## src/rtl/intbus_arbiter.sv

```systemverilog
// intbus_arbiter: shares one byte-lane-selected RAM port between several
// 8-bit internal bus masters.
//   clk, rst_n    - clock, synchronous active-low reset
//   m_addr        - byte address per master (slice i = master i)
//   m_wrdata      - write byte per master
//   m_strobe      - request pending per master, held until acked
//   m_write       - 1 = write, 0 = read, per master
//   m_ack         - combinational grant, one-hot or zero
//   m_rddata      - registered read byte per master
//   m_rdvalid     - one-cycle read-return pulse per master
//   s_addr        - RAM word address
//   s_wrdata      - write byte replicated on all lanes
//   s_wrbytesel   - one-hot lane enable for writes, zero for reads
//   s_write       - write strobe
//   s_strobe      - access issued
//   s_rddata      - RAM read word, RD_LATENCY cycles after s_strobe
module intbus_arbiter #(
  parameter int unsigned NUM_MASTERS = 2,
  parameter int unsigned ADDR_WIDTH  = 17,
  parameter int unsigned LANES       = 4,
  parameter int unsigned RD_LATENCY  = 1,
  parameter int unsigned ARB_MODE    = 0
) (
  input  logic                                        clk,
  input  logic                                        rst_n,
  input  logic [NUM_MASTERS*ADDR_WIDTH-1:0]           m_addr,
  input  logic [NUM_MASTERS*8-1:0]                    m_wrdata,
  input  logic [NUM_MASTERS-1:0]                      m_strobe,
  input  logic [NUM_MASTERS-1:0]                      m_write,
  output logic [NUM_MASTERS-1:0]                      m_ack,
  output logic [NUM_MASTERS*8-1:0]                    m_rddata,
  output logic [NUM_MASTERS-1:0]                      m_rdvalid,
  output logic [ADDR_WIDTH-$clog2(LANES)-1:0]         s_addr,
  output logic [8*LANES-1:0]                          s_wrdata,
  output logic [LANES-1:0]                            s_wrbytesel,
  output logic                                        s_write,
  output logic                                        s_strobe,
  input  logic [8*LANES-1:0]                          s_rddata
);

  localparam int unsigned IDX_W     = (NUM_MASTERS > 1) ? $clog2(NUM_MASTERS) : 1;
  localparam int unsigned LANE_BITS = $clog2(LANES);
  localparam int unsigned LANE_W    = (LANES > 1) ? LANE_BITS : 1;
  localparam int unsigned SADDR_W   = ADDR_WIDTH - LANE_BITS;

  logic [IDX_W-1:0]      last;
  logic [IDX_W-1:0]      cand;
  logic [IDX_W-1:0]      grant_idx;
  logic                  grant_vld;
  logic [ADDR_WIDTH-1:0] sel_addr;
  logic [7:0]            sel_wrdata;
  logic                  sel_write;
  logic [LANE_W-1:0]     sel_lane;

  // Read-return tracking: stage RD_LATENCY lines up with s_rddata
  logic [RD_LATENCY:0]   pipe_vld;
  logic [IDX_W-1:0]      pipe_idx  [0:RD_LATENCY];
  logic [LANE_W-1:0]     pipe_lane [0:RD_LATENCY];

  // Arbitration: round-robin searches from last+1, fixed searches from 0
  always_comb begin
    grant_vld = 1'b0;
    grant_idx = '0;
    cand      = '0;
    for (int unsigned k = 0; k < NUM_MASTERS; k++) begin
      if (ARB_MODE == 1) cand = IDX_W'(k);
      else               cand = IDX_W'((32'(last) + k + 32'd1) % NUM_MASTERS);
      if (!grant_vld && m_strobe[cand]) begin
        grant_vld = 1'b1;
        grant_idx = cand;
      end
    end
    if (!rst_n) grant_vld = 1'b0;
  end

  always_comb begin
    m_ack = '0;
    if (grant_vld) m_ack[grant_idx] = 1'b1;
  end

  // Fields of the granted master
  assign sel_addr   = m_addr[32'(grant_idx)*ADDR_WIDTH +: ADDR_WIDTH];
  assign sel_wrdata = m_wrdata[32'(grant_idx)*8 +: 8];
  assign sel_write  = m_write[grant_idx];
  assign sel_lane   = LANE_W'(sel_addr) & LANE_W'(LANES - 1);

  // Slave-side registers, read-return pipeline and master read data
  always_ff @(posedge clk) begin
    if (!rst_n) begin
      last        <= IDX_W'(NUM_MASTERS - 1);
      s_strobe    <= 1'b0;
      s_write     <= 1'b0;
      s_wrbytesel <= '0;
      s_addr      <= '0;
      s_wrdata    <= '0;
      m_rddata    <= '0;
      m_rdvalid   <= '0;
      pipe_vld    <= '0;
      for (int unsigned i = 0; i <= RD_LATENCY; i++) begin
        pipe_idx[i]  <= '0;
        pipe_lane[i] <= '0;
      end
    end else begin
      s_strobe    <= grant_vld;
      s_write     <= grant_vld & sel_write;
      s_wrbytesel <= (grant_vld && sel_write) ? (LANES'(1) << sel_lane) : '0;
      if (grant_vld) begin
        last     <= grant_idx;
        s_addr   <= SADDR_W'(sel_addr >> LANE_BITS);
        s_wrdata <= {LANES{sel_wrdata}};
      end

      pipe_vld[0]  <= grant_vld & ~sel_write;
      pipe_idx[0]  <= grant_idx;
      pipe_lane[0] <= sel_lane;
      for (int unsigned i = 1; i <= RD_LATENCY; i++) begin
        pipe_vld[i]  <= pipe_vld[i-1];
        pipe_idx[i]  <= pipe_idx[i-1];
        pipe_lane[i] <= pipe_lane[i-1];
      end

      m_rdvalid <= '0;
      if (pipe_vld[RD_LATENCY]) begin
        m_rdvalid[pipe_idx[RD_LATENCY]] <= 1'b1;
        m_rddata[32'(pipe_idx[RD_LATENCY])*8 +: 8] <=
          s_rddata[32'(pipe_lane[RD_LATENCY])*8 +: 8];
      end
    end
  end

endmodule

```

## config.mk

```make
export PLATFORM = sky130hd
export DESIGN_NAME = intbus_arbiter
export DESIGN_NICKNAME = d
export VERILOG_FILES = /design/src/rtl/intbus_arbiter.sv
export SDC_FILE = /design/constraint.sdc
export NUM_CORES = 1
export LEC_CHECK = 0
export ABC_AREA = 1
export CAP_MARGIN = 40
export CELL_PAD_IN_SITES_DETAIL_PLACEMENT = 1
export CELL_PAD_IN_SITES_GLOBAL_PLACEMENT = 1
export CORE_AREA = 2 2 109 100
export DETAILED_ROUTE_END_ITERATION = 10
export DIE_AREA = 0 0 111 102
export GPL_ROUTABILITY_DRIVEN = 0
export PLACE_DENSITY = 0.89
export RECOVER_POWER = 50
export SKIP_CTS_REPAIR_TIMING = 1
export SYNTH_ARGS = -nofsm -noshare
export SYNTH_HDL_FRONTEND = slang
export SYNTH_SLANG_ARGS = --single-unit
export TNS_END_PERCENT = 20
```

## constraint.sdc

```tcl
create_clock -name clk -period 2.6 [get_ports clk]
set_input_delay 0.26 -clock clk [delete_from_list [all_inputs] [get_ports clk]]
set_output_delay 0.26 -clock clk [all_outputs]
set_load 0.02 [all_outputs]
```

* Word level (Yosys, flattened, before mapping)
Memory sizes are Yosys's and may differ from the RTL's. Index checks and enable logic that the tools add are counted.
Word-level totals: flip-flop bits (word level) 74, memory bits (writable) 6, output and inout bits 73, logic and storage cells 64, memories 2
Operators by class: $add $sub $neg 3, $mul 1, magnitude comparators 6, shift-type cells 6, muxes and demuxes 23, bitwise gates (word level) 7, reduce and logical (&&, ||, !) cells 7
Memories:
- pipe_lane | depth 2, bits a word 2, read ports 2, clocked after memory_dff 0, wr ports 2, line 58 | logic [LANE_W-1:0] pipe_lane [0:RD_LATENCY];
- pipe_idx | depth 2, bits a word 1, read ports 2, clocked after memory_dff 0, wr ports 2, line 57 | logic [IDX_W-1:0] pipe_idx [0:RD_LATENCY];
Operators by type and width (count):
- $neg A4 Y34 | 1
- $shift A8 B34 Y16 const A | 1
- $shiftx A34 B7 Y17 | 1
- $shiftx A8 B34 Y16 | 1
- $shiftx A32 B6 Y8 | 1
- $mux W1 | 17
- $bwmux W16 | 1
- $shiftx A16 B5 Y8 | 1
- $lt A1 B2 Y1 const B | 4
- $mul A1 B5 Y6 const B | 1
- $mux W2 | 3
- $logic_and A1 B1 Y1 | 4
- $or A1 B1 Y1 | 4
- $reduce_and A2 Y1 | 2
- $shl A1 B2 Y4 const A | 1
- $add A1 B1 Y1 const B | 2
- $and A1 B1 Y1 | 2
- $demux W1 S1 | 2
- $ge A1 B1 Y1 const B | 2
- $logic_not A1 Y1 | 1
- $not A1 Y1 | 1

* Depth between registers and ports, before layout
word-level depth 12, depth in mapped cells 7, mapped depth without buffers 5

* Least setup slack after synthesis
Ideal clock, no wire load.
kind input -> output, start point input m_strobe[1], end point output m_ack[0], arrival 1.098 ns, required time 2.340 ns, setup slack 1.242 ns, cell stages on the path 5, buffers on the path 1, cell sequence buf_4 nor2_1 nor2_4 inv_1 a21oi_1
On the way: longest elaborated chain between the ends 11, elaborated cells on any way between the ends 17
RTL lines:
- start: declaration | line 28 | input logic [NUM_MASTERS-1:0] m_strobe,
- $mux W1 (not written as such) (2 in a row) | line 68 | if (!grant_vld && m_strobe[cand]) begin
- $mux W1 | line 68
- $logic_not A1 Y1 | line 68
- $logic_and A1 B1 Y1 | line 68
- $mux W1 | line 68
- $lt A1 B2 Y1 (not written as such) or $ge A1 B1 Y1 (tied branches) | line 78 | if (grant_vld) m_ack[grant_idx] = 1'b1;
- $logic_and A1 B1 Y1 (not written as such) | line 78
- $mux W1 (not written as such) | line 78
- $demux W1 S1 | line 78
- $mux W2 (*) | line 78
- end: declaration | line 30 | output logic [NUM_MASTERS-1:0] m_ack,
Every way passes the cells marked *; elsewhere a longest branch is shown, timed or not. The select of a mux whose other input is x is not followed.

* Worst setup path in the final report
start point input rst_n, end point output m_ack[0]
On the way: longest elaborated chain between the ends 2
RTL lines:
- start: declaration | line 25 | input logic rst_n,
- $mux W1 | line 73 | if (!rst_n) grant_vld = 1'b0;
- $mux W2 | line 78
Every way passes these cells.

==> metrics.md <==
| Metric | Value |
|---|---|
| Status | `complete, no violations` |
| Final hold violations | `0` |
| Clock skew after layout | `0.00372 ns` |
| Combinational share of power | `0.250` |
| Post-Synthesis Cells | `357` |
| Max Cap Viol | `0` |
| Routed len/inst | `14.2 um` |
| Final ANT Viol Nets | `0` |
| Routed WL | `between 8000 and 9000 um` |
| Avg Inst Size Synth | `7.27 sq um` |
| Critical Path Fanout Max | `8` |
| Layout cell share with drive strength beyond 1 | `0.0307` |
| Max Clk Rate | `444 MHz` |
| Netlist cell types | `20` |
| Final setup vio count | `0` |
| H-tree Lvls | `2` |
| Synthesized net count | `445` |
| Initial Utilization | `0.256` |
| Largest net degree at the start of global routing | `54` |
| HP Class | `flip-flop to flip-flop` |
| Register bit total from synthesis | `56` |
| DRC violations left | `0` |
| CTS Buf Count | `5` |
| Internal power | `1.57 mW` |
| First-pass GRT wire length | `14,000 um` |
| Critical path class | `primary input to output port` |
| Relative slew slack | `0.364` |
| Hold_ws | `0.423 ns` |
| Num ports | `161` |
| Setup TNS | `0 ns` |
| Layout net count | `~580` |
| Sink Count | `56` |
| Mapped Area | `2590 sq um` |
| Final Cell Area | `4250 sq um` |
| Initial DRC Count | `approximately 110` |
| CP Launch Type | `primary input` |
| DPL Wire Length | `roughly 6900 um` |
| Synth warnings | `0` |
| Post-synth top area cell | `dfxtp_1` |
| Final worst slack | `~0.35 ns` |
| CTS tree | `yes` |
| Post-place setup slack | `approximately 0.48 ns` |
| Reg power frac | `0.437` |
| Crit path arrival time | `1.99 ns` |
| Final critical-path required period | `2.25 ns` |
| Clk buf depth | `2` |
| Die Span Y | `102 um` |
| Synth top area cells | `dfxtp_1 (43%), nand2_1 (18%), buf_4 (7.8%), o211ai_1 (6.7%), inv_1 (5.5%)` |
| Sw Share | `0.275` |
| Full die area | `11,300 sq um` |
| Vias in the first global route | `2,830` |
| Core footprint | `between 10,000 and 15,000 sq um` |
| Clock-pin transition on the worst setup and hold timing paths | `approximately 0.07 ns` |
| Fillers | `1,233` |
| Leak | `about 2.0 nW` |
| Via/cell ratio | `approximately 4.4` |
| Drt pass-1 iters | `4` |
| Top cell type's share of synthesized area | `0.432` |
| Sequential share of the synthesized area | `0.432` |
| Core Util, Final | `0.420` |
| Period utilisation layout | `0.867` |
| RSZ-0062 raised after global routing | `false` |
| Tightest Pin Transition | `0.954 ns` |
| Clock Latency Late Sink | `0.29 ns` |
| Die Wd | `~110 um` |
| Worst VDD drop | `between 200 and 300 uV` |
| CP Capture Type | `output port` |
| Fin. max-slew vios | `0` |
| Placed cell area | `4110 sq um` |
| Clock group share of total power | `0.313` |
| PortBufs | `between 150 and 200` |
| Switching power | `0.595 mW` |
| Vias | `between 2,000 and 3,000` |
| Site row count | `35` |
| Initial antenna violation count | `0` |
| PD cells | `509 nW/um^2` |
| Total grt overflow | `0` |
| Root Driver | `clkbuf_16` |
| Crit path required time | `around 2.3 ns` |
| Total GRT Usage | `0.153` |
| Area growth, synth to finish | `63.9%` |
path summary, 6_finish.rpt:
| kind | startpoint | end | depth (start not counted) | slack, ns |
|---|---|---|---|---|
| max | rst_n | m_ack[0] | 6 | 0.35 |
| min | pipe_lane[0][0]$_SDFF_PN0_ | pipe_lane[0][2]$_SDFF_PN0_ | 2 | 0.42 |
| max reg2reg | last$_SDFFE_PN1P_ | s_wrbytesel[0]$_SDFF_PP0_ | 6 | 0.76 |
| min reg2reg | pipe_lane[0][0]$_SDFF_PN0_ | pipe_lane[0][2]$_SDFF_PN0_ | 2 | 0.42 |
power groups by stage:
stage	Combinational, mW	Sequential, mW	Clock, mW
after floorplan	0.241	1.01	0
after global placement	0.553	0.964	0
after detailed placement	0.567	0.967	0
after CTS	0.570	0.948	0.706
after global routing	0.586	0.952	0.744
final	0.541	0.944	0.677
cell type report:
type | instances | area (sq um) | share of cell area
Antenna cell | 1 | 2.50 | 0.000589
Clock buffer | 8 | 146 | 0.0344
Inverter | 39 | 146 | 0.0344
Multi-Input combinational cell | 220 | 1030 | 0.242
Sequential cell | 56 | 1120 | 0.264
Tap cell | 129 | 161 | 0.0380
Timing Repair Buffer | 165 | 1650 | 0.387
cells in the mapped netlist:
library cell    n
nand3b_1        1
o211ai_1       23
nor3_4          1
a21oi_1        18
nor2_1          7
o21ai_0        16
nand2_2         1
nand3_2         1
buf_2           8
buf_6           4
buf_4          27
inv_2           1
inv_1          38
nor3_1          5
clkbuf_1        3
nand2_1       124
nand2_4         1
nand3_1        21
dfxtp_1        56
nor2_4          1
placed cells by master (no fill, tap or decap), drive strengths merged:
cell type / n
dlygate4sd3: 57
nand3b: 1
buf: 3
diode: 1
nand2: 126
o21ai: 16
inv: 39
clkdlybuf4s50: 103
nor2: 8
dfxtp: 56
a21oi: 18
o211ai: 23
clkbuf: 10
nand3: 22
nor3: 6
kinds of logic (layout without fill, tap and decap cells):
kind of cell	count (synthesis)	in the layout	synth area share
AOI/OAI and AO/OA	57	57	0.132
buffers and inverters	81	212	0.172
DFF	56	56	0.432
other	0	1	0
and+or+nand+nor	163	163	0.264
state kept, by name, summed over array words and instances (netlist names):
| name | flops |
|---|---|
| last | 1 |
| m_rddata | 16 |
| m_rdvalid | 2 |
| pipe_idx | 2 |
| pipe_lane | 4 |
| pipe_vld | 2 |
| s_addr | 15 |
| s_strobe | 1 |
| s_wrbytesel | 4 |
| s_wrdata | 8 |
| s_write | 1 |
stage by stage:
step	instances	total power, mW
global placement	609	1.52
CTS	617	2.23
global route	617	2.28
detailed placement	609	1.53
floorplan	357	1.25
finish	618	2.16
critical path: stages:
cell,delay (ns)
dlygate4sd3_1,0.55
inv_1,0.18
nor2_4,0.16
inv_1,0.07
a21oi_1,0.12
clkdlybuf4s50_1,0.65
routing by layer:
layer | GRT usage | vias up | part of all wire
met4 | 0.0385 | 0 | 0.0078
met5 | 0 | - | 0
met3 | 0.0599 | 4 | 0.10
met1 | 0.163 | 1266 | 0.37
li1 | - | 1370 | -
met2 | 0.289 | 108 | 0.52
No activity file was read; power rests on OpenSTA's default activity.
